## src/rtl/bcd2bin_if.sv

```systemverilog
// bcd2bin_if: start/busy/done handshake and data bus for the BCD-to-binary converter
interface bcd2bin_if #(
  parameter int DIGITS = 4,
  parameter int BIN_W  = 14
);
  logic                  start;
  logic [4*DIGITS-1:0]   bcd_in;
  logic                  busy;
  logic                  done;
  logic [BIN_W-1:0]      bin_out;
  logic                  err;
  modport master (output start, bcd_in, input busy, done, bin_out, err);
  modport slave  (input start, bcd_in, output busy, done, bin_out, err);
endinterface

```

## src/rtl/bcd2bin_seq.sv

```systemverilog
// bcd2bin_seq: iterative reverse double-dabble BCD-to-binary converter, one shift per clock
module bcd2bin_seq #(
  parameter int DIGITS = 4,
  parameter int BIN_W  = 14
) (
  input  logic      clk,
  input  logic      rst_n,
  bcd2bin_if.slave  bus
);
  localparam int BCD_W = 4 * DIGITS;
  localparam int CNT_W = $clog2(BIN_W);
  typedef enum logic [1:0] {IDLE, CHECK, SHIFT, FINISH} state_t;
  state_t state, nxt;
  logic [BCD_W-1:0]       bcd_reg, bcd_adj;
  logic [BIN_W-1:0]       bin_reg;
  logic [CNT_W-1:0]       cnt;
  logic [BCD_W+BIN_W-1:0] shifted;
  logic                   bad;
  logic                   last;
  // One iteration: shift right, then pull every digit >= 8 back down by 3
  always_comb begin
    shifted = {bcd_reg, bin_reg} >> 1;
    bcd_adj = shifted[BCD_W+BIN_W-1 -: BCD_W];
    bad = 1'b0;
    for (int i = 0; i < DIGITS; i++) begin
      bad = bad | (bcd_reg[4*i +: 4] > 4'd9);
      if (bcd_adj[4*i +: 4] >= 4'd8) bcd_adj[4*i +: 4] = bcd_adj[4*i +: 4] - 4'd3;
    end
  end
  assign last = cnt == CNT_W'(BIN_W - 1);
  always_ff @(posedge clk or negedge rst_n)
    if (!rst_n) state <= IDLE;
    else state <= nxt;
  always_comb begin
    nxt = state;
    case (state)
      IDLE:    nxt = bus.start ? CHECK : IDLE;
      CHECK:   nxt = bad ? FINISH : SHIFT;
      SHIFT:   nxt = last ? FINISH : SHIFT;
      default: nxt = IDLE;
    endcase
  end
  always_ff @(posedge clk or negedge rst_n)
    if (!rst_n) begin
      bcd_reg     <= '0;
      bin_reg     <= '0;
      cnt         <= '0;
      bus.busy    <= 1'b0;
      bus.done    <= 1'b0;
      bus.bin_out <= '0;
      bus.err     <= 1'b0;
    end else begin
      bus.busy <= nxt == CHECK || nxt == SHIFT;
      bus.done <= nxt == FINISH;
      if (state == IDLE && bus.start) begin
        bcd_reg <= bus.bcd_in;
        bin_reg <= '0;
        cnt     <= '0;
      end
      if (state == SHIFT) begin
        {bcd_reg, bin_reg} <= {bcd_adj, shifted[BIN_W-1:0]};
        cnt <= cnt + 1'b1;
      end
      // Result is captured on the edge entering FINISH so it is valid alongside done
      if (nxt == FINISH) begin
        bus.bin_out <= state == SHIFT ? shifted[BIN_W-1:0] : '0;
        bus.err     <= state == CHECK;
      end
    end
endmodule
```

## src/flat_wrapper.sv

```systemverilog
// flat-port wrapper written by rule: the top's interface ports become plain ports
module bcd2bin_seq_flat 
#(
  parameter int DIGITS = 4,
  parameter int BIN_W  = 14
)
  (clk, rst_n, bus_start, bus_bcd_in, bus_busy, bus_done, bus_bin_out, bus_err);
  bcd2bin_if #(.DIGITS(DIGITS), .BIN_W(BIN_W)) bus_i ();
  input  logic clk;
  input  logic rst_n;
  input wire logic [$bits(bus_i.start)-1:0] bus_start;
  input wire logic [$bits(bus_i.bcd_in)-1:0] bus_bcd_in;
  output wire logic [$bits(bus_i.busy)-1:0] bus_busy;
  output wire logic [$bits(bus_i.done)-1:0] bus_done;
  output wire logic [$bits(bus_i.bin_out)-1:0] bus_bin_out;
  output wire logic [$bits(bus_i.err)-1:0] bus_err;
  assign bus_i.start = bus_start;
  assign bus_i.bcd_in = bus_bcd_in;
  assign bus_busy = bus_i.busy;
  assign bus_done = bus_i.done;
  assign bus_bin_out = bus_i.bin_out;
  assign bus_err = bus_i.err;
  bcd2bin_seq #(.DIGITS(DIGITS), .BIN_W(BIN_W)) u_core (.clk(clk), .rst_n(rst_n), .bus(bus_i));
endmodule
```

## config.mk

```make
export PLATFORM = sky130hd
export DESIGN_NAME = bcd2bin_seq_flat
export DESIGN_NICKNAME = d
export VERILOG_FILES = /design/src/rtl/bcd2bin_if.sv /design/src/rtl/bcd2bin_seq.sv /design/src/flat_wrapper.sv
export SDC_FILE = /design/constraint.sdc
export NUM_CORES = 1
export LEC_CHECK = 0
export ABC_AREA = 1
export CORE_ASPECT_RATIO = 1.75
export CORE_MARGIN = 2
export CORE_UTILIZATION = 35
export DETAILED_ROUTE_END_ITERATION = 7
export GPL_ROUTABILITY_DRIVEN = 0
export PLACE_DENSITY = 0.68
export SYNTH_ARGS = -nofsm -noshare
export SYNTH_HDL_FRONTEND = slang
export SYNTH_SLANG_ARGS = --single-unit
```

## constraint.sdc

```tcl
create_clock -name clk -period 4.3 [get_ports clk]
set_input_delay 0.43 -clock clk [delete_from_list [all_inputs] [get_ports clk]]
set_output_delay 0.43 -clock clk [all_outputs]
set_load 0.005 [all_outputs]
```

# [Word-level counts from Yosys, hierarchy flattened]
# Index checks and enable logic that the tools add are counted.
[totals] out_inout_bits=17 in_bits=19 latchBits=0 regBits=53 ram_bits=0 memories=0 wordCells=49 romBits=0
[op_classes] n_reduce_logical=4 n_mux=15 add_sub_neg=5 shift=0 n_eq_ne=6 magnitude_cmp=8 n_div=0 n_mul=0 bitwise_logic=3
[op_table] op="$mux 14" n=3
[op_table] op="$mux 16" n=2
[op_table] op="$mux 4" n=6
[op_table] op="$gt 4x4->1 const B" n=4
[op_table] op="$ge 4x4->1 const B" n=3
[op_table] op="$sub 4x2->4 const B" n=3
[op_table] op="$eq 2x2->1 const B" n=3
[op_table] op="$pmux 2 s3" n=1
[op_table] op="$add 4x1->4 const B" n=1
[op_table] op="$eq 2x1->1 const B" n=2
[op_table] op="$eq 4x4->1 const B" n=1
[op_table] op="$ge 3x4->1 const B" n=1
[op_table] op="$sub 3x2->4 const B" n=1
[op_table] op="$mux 1" n=3
[op_table] op="$or 1x1->1" n=3
[op_table] op="$logic_not 2->1" n=1
[op_table] op="$reduce_bool 2->1" n=1
[op_table] op="$logic_and 1x1->1" n=1
[op_table] op="$logic_or 1x1->1" n=1

# [Logic depth before layout (Yosys ltp)]
# Gate-level depths: netlist (run 1).
[logic_depth] depth_word=8 depth_mapped=10 depth_no_buf=9

# [Worst setup path after synthesis (run 1)]
# Ideal clock, no wire load.
[synth_path] path_kind="register to register" start="register u_core.state[0]" end="register u_core.bus.err" arrival_ns=1.844 required_ns=4.175 path_slack_ns=2.331 stages_incl_launch_ff=10 period_less_slack_ns=1.969 path_buffers=1 cell_sequence="dfrtp_1 > inv_1 > ha_1 > inv_4 > nand2_2 > nand2_1 > a21oi_1 > ha_1 > buf_2 > mux2_2"
[synth_between] elab_chain_len=3 elab_cells_between_ends=5 classes_between="eq/ne: 3; mux: 1; reduce/logical: 1"
[synth_lines] element="start: declaration" line="bcd2bin_seq.sv:13" source="state_t state, nxt;"
[synth_lines] element="start signal: assignment" line="bcd2bin_seq.sv:33" source="else state <= nxt;"
[synth_lines] element="$eq 2x2->1 (tied with other cells)" line="bcd2bin_seq.sv:36" source="case (state)"
[synth_lines] element="$pmux 2 s3 *" line="bcd2bin_seq.sv:36"
[synth_lines] element="via u_core.nxt[0]" line="bcd2bin_seq.sv:13"
[synth_lines] element="$eq 2x2->1 *" line="bcd2bin_seq.sv:65" source="if (nxt == FINISH) begin"
[synth_lines] element="end signal: assignment" line="bcd2bin_seq.sv:51" source="bus.err <= 1'b0;"
[synth_lines] element="end signal: assignment" line="bcd2bin_seq.sv:67" source="bus.err <= state == CHECK;"
[synth_lines] element="end: declaration" line="bcd2bin_if.sv:13" source="modport slave (input start, bcd_in, output busy, done, bin_out, err);"
# Mark *: on every way through the listed nets, which the timed path passes. The rest lies on a longest branch.
# A chain may end at the register's enable or synchronous reset.

# [Final worst setup path (run 1)]
[layout_path] start="register u_core.state[0]" end="register u_core.bus.bin_out[3]"
[layout_between] elab_chain_len=3 elab_cells_between_ends=6 classes_between="eq/ne: 3; mux: 2; reduce/logical: 1"
[layout_lines] element="$eq 2x2->1 (tied with other cells)" line="bcd2bin_seq.sv:36"
[layout_lines] element="$pmux 2 s3 *" line="bcd2bin_seq.sv:36"
[layout_lines] element="via u_core.nxt[0]" line="bcd2bin_seq.sv:13"
[layout_lines] element="$eq 2x2->1 *" line="bcd2bin_seq.sv:65"
[layout_lines] element="end signal: assignment" line="bcd2bin_seq.sv:66" source="bus.bin_out <= state == SHIFT ? shifted[BIN_W-1:0] : '0;"
[layout_lines] element="end: declaration" line="bcd2bin_if.sv:13"
# Marks and branches as above.

==> metrics.cfg, run 1 <==
[floorplan]
dieArea_um2=7420
die_w_um=66.0
core_area_um2=6540
ios=36
die_h_um=112
rows=39
initial_core_util_pct=36.0

[layout]
multiInputGateArea_um2=891
nNetsFinal=323
largest_reg_flops=16
drive_above_1_share_pct=5.86
syn_to_final_growth_pct=23.9
final_area_um2=2920
regArea_um2=1300
antenna_cells=0
nFillCells=643

[clock_network]
worstSkewPairLatency_ns=0.28
cts.clk_slew.worst_paths_ns=0.07
cts_root_buffer=clkbuf_16
htreeDepth=2
cts_setup_buffers=0
ctsResizeCount=0
cts_tree=done
hold_buffers=0
clock_path_buffers=2
cts_made_buffers=5
clkSinkCount=52

[critical_path]
rrSetupSlack_ns=1.66
path_max_fanout=28
endpoint=u_core.bus.bin_out[3]$_DFFE_PN0N_
reg2regPathDepth=11
start_kind=flop
reg2reg_to=u_core.bus.bin_out[3]$_DFFE_PN0N_
crit_path_end_kind=flop
crit_path_top_delay_cell=dfrtp_1
crit_arrival_ns=2.85
crit_path_max_incr_delay_ns=0.41
crit_chain=inv_1 > ha_1 > buf_4 > inv_4 > nand2_2 > nand2_1 > a21oi_1 > ha_1 > buf_4 > nor2_1 > a21oi_1
regToRegStartpoint=u_core.state[0]$_DFF_PN0_
crit_path_start=u_core.state[0]$_DFF_PN0_
crit_required_ns=4.51
critPathKind=reg2reg

[synthesis]
avgSynthCellArea_um2=9.30
syn_inst=253
ys_top_cells_by_area=dfrtp_1 (55%), ha_1 (7.4%), nand2_1 (6.2%)
synth-seq-cells=52
yosysMostFrequentCell=dfrtp_1
async_flop_share_pct=100
ys_warn_count=0
synth_cell_types=25
synth_common_cells=dfrtp_1 (52), nand2_1 (39), nor2_1 (34)
ys_seq_area_share_pct=55.3
syn_area_um2=2350
ys.flop_type=dfrtp_1
synth_edf_count=0
yosys.area.top_type_share_pct=55.3
syn_nets=286
yosysTopAreaCell=dfrtp_1

[timing]
worst_slew_pin_slew_ns=0.656
fmax_mhz=379
max_slew_margin_pct=56.3
fin_ws_ns=1.66
period_share_pct=61.4
timing.final.crit_period_ns=2.64
timing.setup.tns_ns=0
hold_violations=0
rsz0062_at_grt=false
fin_skew_ns=0.00580
setup_viol=0
drv_slew=0

[drt]
postRouteAntennaNets=0
dr.pass1.iters=4
vias=1885
first_iter_violations=95
drc=0
wl_um=5210
via_per_inst=5.07
wire_per_inst_um=14.0

[power_and_ir_drop]
vdd_drop_max_uv=279
power.density_nw_per_um2=761
leakagePower_uw=0.00133

[global_routing]
grt-ovfl-total=0
grt_usage_pct=15.2
antenna_found_initial=0
grt_pass1_wl_um=8740
grt_max_degree=53
first_global_vias=1970

[outcome]
status=completed

[place]
dp_slack_ns=1.62
port-buffer-count=35
dpl_cell_area_um2=2780
place.detailed.hpwl_um=3630

[hold_path]
min_path_type=in2async

[flow_run]
cap_violations=0

-- layer usage --
layer	GRT usage, %	wire length [um]	vias up
met1	18.4	2190	916
met3	2.81	200	8
met4	6.12	91	0
li1	-	-	907
met2	26.1	2720	54
met5	0	0	-
-- how the worst min path moves through the flow --
stage	from	end	slack, ns	cells past startpoint
floorplan	rst_n	u_core.bcd_reg[0]$_DFFE_PN0P_	0.13	0
global placement	u_core.bin_reg[1]$_DFFE_PN0P_	u_core.bin_reg[1]$_DFFE_PN0P_	0.46	2
detailed placement	u_core.bin_reg[12]$_DFFE_PN0P_	u_core.bin_reg[12]$_DFFE_PN0P_	0.46	2
CTS	rst_n	u_core.bcd_reg[7]$_DFFE_PN0P_	0.28	2
global route	rst_n	u_core.bcd_reg[6]$_DFFE_PN0P_	0.30	2
finish	rst_n	u_core.bcd_reg[6]$_DFFE_PN0P_	0.24	2
-- through the flow --
stage / utilization, % / instances / power [uW] / hold WS, ns
after detailed placement: 42.5 / 365 / 1860 / 0.463
after floorplan: - / 253 / 1480 / 0.134
after global placement: 42.5 / 365 / 1820 / 0.458
final: 44.6 / 372 / 2220 / 0.241
after global routing: 44.6 / 372 / 2410 / 0.299
after CTS: 44.6 / 372 / 2250 / 0.279
-- logic make-up (layout without fill, tap and decap cells) --
kind of cell / Yosys count / in the layout / share of synthesized area (%)
compound gates: 64 / 64 / 15.2
xor+xnor: 1 / 1 / 0.372
fa+ha+maj: 14 / 14 / 7.45
buf+inv: 38 / 75 / 6.81
flops: 52 / 52 / 55.3
mux: 1 / 1 / 0.479
simple gates: 83 / 83 / 14.4
-- cell usage in the layout, fill, tap and decap left out, types with 2 or more instances in the layout --
master | netlist | routed
a21oi_1 | 22 | 22
a22oi_1 | 3 | 3
a31oi_1 | 3 | 3
buf_4 | 0 | 3
clkbuf_16 | 0 | 5
clkdlybuf4s50_1 | 0 | 34
dfrtp_1 | 52 | 52
ha_1 | 14 | 14
inv_1 | 27 | 27
inv_2 | 2 | 2
nand2_1 | 39 | 39
nand3_1 | 6 | 6
nor2_1 | 34 | 34
o211ai_1 | 4 | 4
o21ai_0 | 23 | 23
o221ai_1 | 2 | 2
o22ai_1 | 6 | 6
-- report_power, final --
part | total, uW | internal [uW] | switching [uW]
logic | 953 | 412 | 541
registers | 888 | 724 | 163
clock network | 378 | 211 | 167
total | 2220 | 1350 | 871
-- worst max-delay path, delay by kind of cell (launching register included) --
family	cells	cell delay [ns]
and+or+nand+nor	3	0.57
adders and majority gates	2	0.37
AOI/OAI and AO/OA	2	0.40
DFF	1	0.41
buffers and inverters	4	0.79
-- layout make-up --
type	instances	share of cell area, %
clock buffers	5	4.29
clock inverters	2	0.429
inverters	30	3.95
multi-input cells	163	30.6
flip-flops and latches	52	44.6
well taps	82	3.52
repair buffers	38	12.6
Power figures use the tool's default switching activity.
==> run 2: changes to the inputs <==
- PLACE_DENSITY: 0.68 -> 0.7
- clock period: 4.3 -> 2.2 ns (I/O delays scaled with it)
==> run 2 against run 1 <==
Critical path depth fell by 1. Flip-flop and latch count did not move. Global-route usage fell by 0.26 points. First-iteration DRC count rose by 32%. Setup slack got worse by 1.5 ns. Wire length fell by 1.5%. Sequential share of layout area fell by 0.92 points. Critical path type unchanged. Critical endpoint is now u_core.bus.bin_out[1]$_DFFE_PN0N_. Largest cell class unchanged. Largest power group unchanged. Highest routed layer unchanged.
==> metrics.cfg, run 2 (same netlist as run 1, synthesis figures left out) <==
[outcome]
status=completed  ; unchanged

[timing]
timing.final.crit_period_ns=2.00  ; was 2.64 ns
drv_slew=0  ; unchanged
hold_violations=0  ; unchanged
max_slew_margin_pct=81.4  ; was 56.3%
fmax_mhz=501  ; was 379 MHz
fin_skew_ns=0.00553  ; was 0.00580 ns
rsz0062_at_grt=false  ; unchanged
period_share_pct=90.7  ; was 61.4%
setup_viol=0  ; unchanged
timing.setup.tns_ns=0  ; unchanged
whs_ns=0.463  ; was 0.241 ns
worst_slew_pin_slew_ns=0.279  ; was 0.656 ns

[drt]
drc=0  ; unchanged
wl_um=5130  ; was 5210 um
via_per_inst=4.89  ; was 5.07
postRouteAntennaNets=0  ; unchanged
vias=1837  ; was 1885
first_iter_violations=125  ; was 95
dr.pass1.iters=4  ; unchanged
wire_per_inst_um=13.6  ; was 14.0 um

[critical_path]
crit_path_max_incr_delay_ns=0.40  ; was 0.41 ns
crit_path_end_kind=flop  ; unchanged
critPathMostFrequentCell=nand2_1
crit_arrival_ns=2.20  ; was 2.85 ns
start_kind=flop  ; unchanged
path_max_fanout=28  ; unchanged
critPathKind=reg2reg  ; unchanged
crit_path_top_delay_cell=dfrtp_1  ; unchanged
crit_chain=inv_1 > ha_1 > nand2_1 > nand2_1 > nand2_1 > a21oi_1 > ha_2 > buf_12 > nor2_1 > a21oi_1  ; was inv_1 > ha_1 > buf_4 > inv_4 > nand2_2 > nand2_1 > a21oi_1 > ha_1 > buf_4 > nor2_1 > a21oi_1
crit_required_ns=2.40  ; was 4.51 ns

[floorplan]
rows=39  ; unchanged
die_h_um=112  ; unchanged
dieArea_um2=7420  ; unchanged
initial_core_util_pct=36.0  ; unchanged
ios=36  ; unchanged
core_area_um2=6540  ; unchanged
die_w_um=66.0  ; unchanged

[hold_path]
min_path_type=in2async  ; unchanged

[place]
dpl_cell_area_um2=2820  ; was 2780 um^2
dp.cells=367  ; was 365
port-buffer-count=35  ; unchanged
place.detailed.hpwl_um=3470  ; was 3630 um

[clock_network]
htreeDepth=2  ; unchanged
clkSinkCount=52  ; unchanged
cts_setup_buffers=0  ; unchanged
clock_path_buffers=2  ; unchanged
worstSkewPairLatency_ns=0.28  ; about the same
cts_tree=done  ; unchanged
cts_root_buffer=clkbuf_16  ; unchanged
cts.clk_slew.worst_paths_ns=0.07  ; about the same
cts_made_buffers=5  ; unchanged

[global_routing]
grt_max_degree=53  ; unchanged
antenna_found_initial=0  ; unchanged
first_global_vias=1811  ; was 1970
grt_pass1_wl_um=8640  ; was 8740 um
grt_usage_pct=14.9  ; was 15.2%
grt-ovfl-total=0  ; unchanged

[layout]
final_common_cell=dfrtp_1  ; unchanged
mostFrequentLayoutCells=dfrtp_1 (52), nand2_1 (39), nor2_1 (34), clkdlybuf4s50_1 (34), inv_1 (27)  ; unchanged
antenna_cells=0  ; unchanged
nFillCells=656  ; was 643
nNetsFinal=326  ; was 323
syn_to_final_growth_pct=26.5  ; was 23.9%
largest_reg_flops=16  ; unchanged
final_area_um2=2980  ; was 2920 um^2
fin_cells=376  ; was 372
drive_above_1_share_pct=6.46  ; was 5.86%

[power_and_ir_drop]
leakagePower_uw=0.00136  ; was 0.00133 uW
power_uw=4430  ; was 2220 uW
power.density_nw_per_um2=1490  ; was 761 nW/um^2
vdd_drop_max_uv=735  ; was 279 uV

[flow_run]
cap_violations=0  ; unchanged

[run 2: cell types whose count changed in the layout (fill, tap and decap cells not counted), sizes merged]
cell and delta:
buf +2, clkbuf +3, clkinvlp -1, clkinv -1, dlygate4sd3 +1
[run 2: where the power goes]
| group | leakage, uW | internal [uW] | switching (uW) |
|---|---|---|---|
| registers | 0.000651 | 1420 | 310 |
| logic | 0.000633 | 862 | 1060 |
| clock network | 0.0000712 | 454 | 323 |
[run 2: stage by stage]
stage          util [%]  worst slack, ns
6_report           45.5            0.204
3_3_place_gp       43.1            0.238
3_5_place_dp       43.1            0.162
2_1_floorplan         -            0.231
5_1_grt            45.5           0.0373
4_1_cts            45.5            0.175
[run 2: cell type report]
class / count / area [um^2] / share of cell area (%)
inverter: 30 / 115 / 3.87
timing repair buffer: 41 / 418 / 14.0
multi-input combinational: 163 / 893 / 30.0
sequential: 52 / 1300 / 43.7
tap: 82 / 103 / 3.45
clock buffer: 8 / 146 / 4.92
[run 2: final timing paths]
path,startpoint,endpoint,slack (ns),cells after the start
setup / recovery,u_core.state[0]$_DFF_PN0_,u_core.bus.bin_out[1]$_DFFE_PN0N_,0.20,10
hold / removal,rst_n,u_core.bcd_reg[7]$_DFFE_PN0P_,0.46,3
setup reg to reg,u_core.state[0]$_DFF_PN0_,u_core.bus.bin_out[1]$_DFFE_PN0N_,0.20,10
hold reg to reg,u_core.bin_reg[13]$_DFFE_PN0P_,u_core.bin_reg[13]$_DFFE_PN0P_,0.48,2
max in group asynchronous,rst_n,u_core.bin_reg[4]$_DFFE_PN0P_,1.50,3
min in group clk,u_core.bin_reg[13]$_DFFE_PN0P_,u_core.bin_reg[13]$_DFFE_PN0P_,0.48,2
[run 2: critical path, delay by kind of cell, from the launching register on]
family                   cells  cell delay, ns
AO/OA/AOI/OAI                2            0.38
adder cells (fa/ha/maj)      2            0.50
buffers and inverters        2            0.27
flip-flops                   1            0.40
AND/OR/NAND/NOR              4            0.36
[run 2: metal layers]
layer	vias up	GRT usage (%)	wire length [um]
li1	910	-	-
met1	876	18.8	2120
met2	47	25.4	2720
met3	4	3.21	248
met4	0	4.49	40
met5	-	0	0
[run 2: repair_timing]
item	CTS	global route
gates resized for setup	0	1
hold endpoints to repair	52	0
hold buffers	1	0
endpoints found under the setup margin	0	5
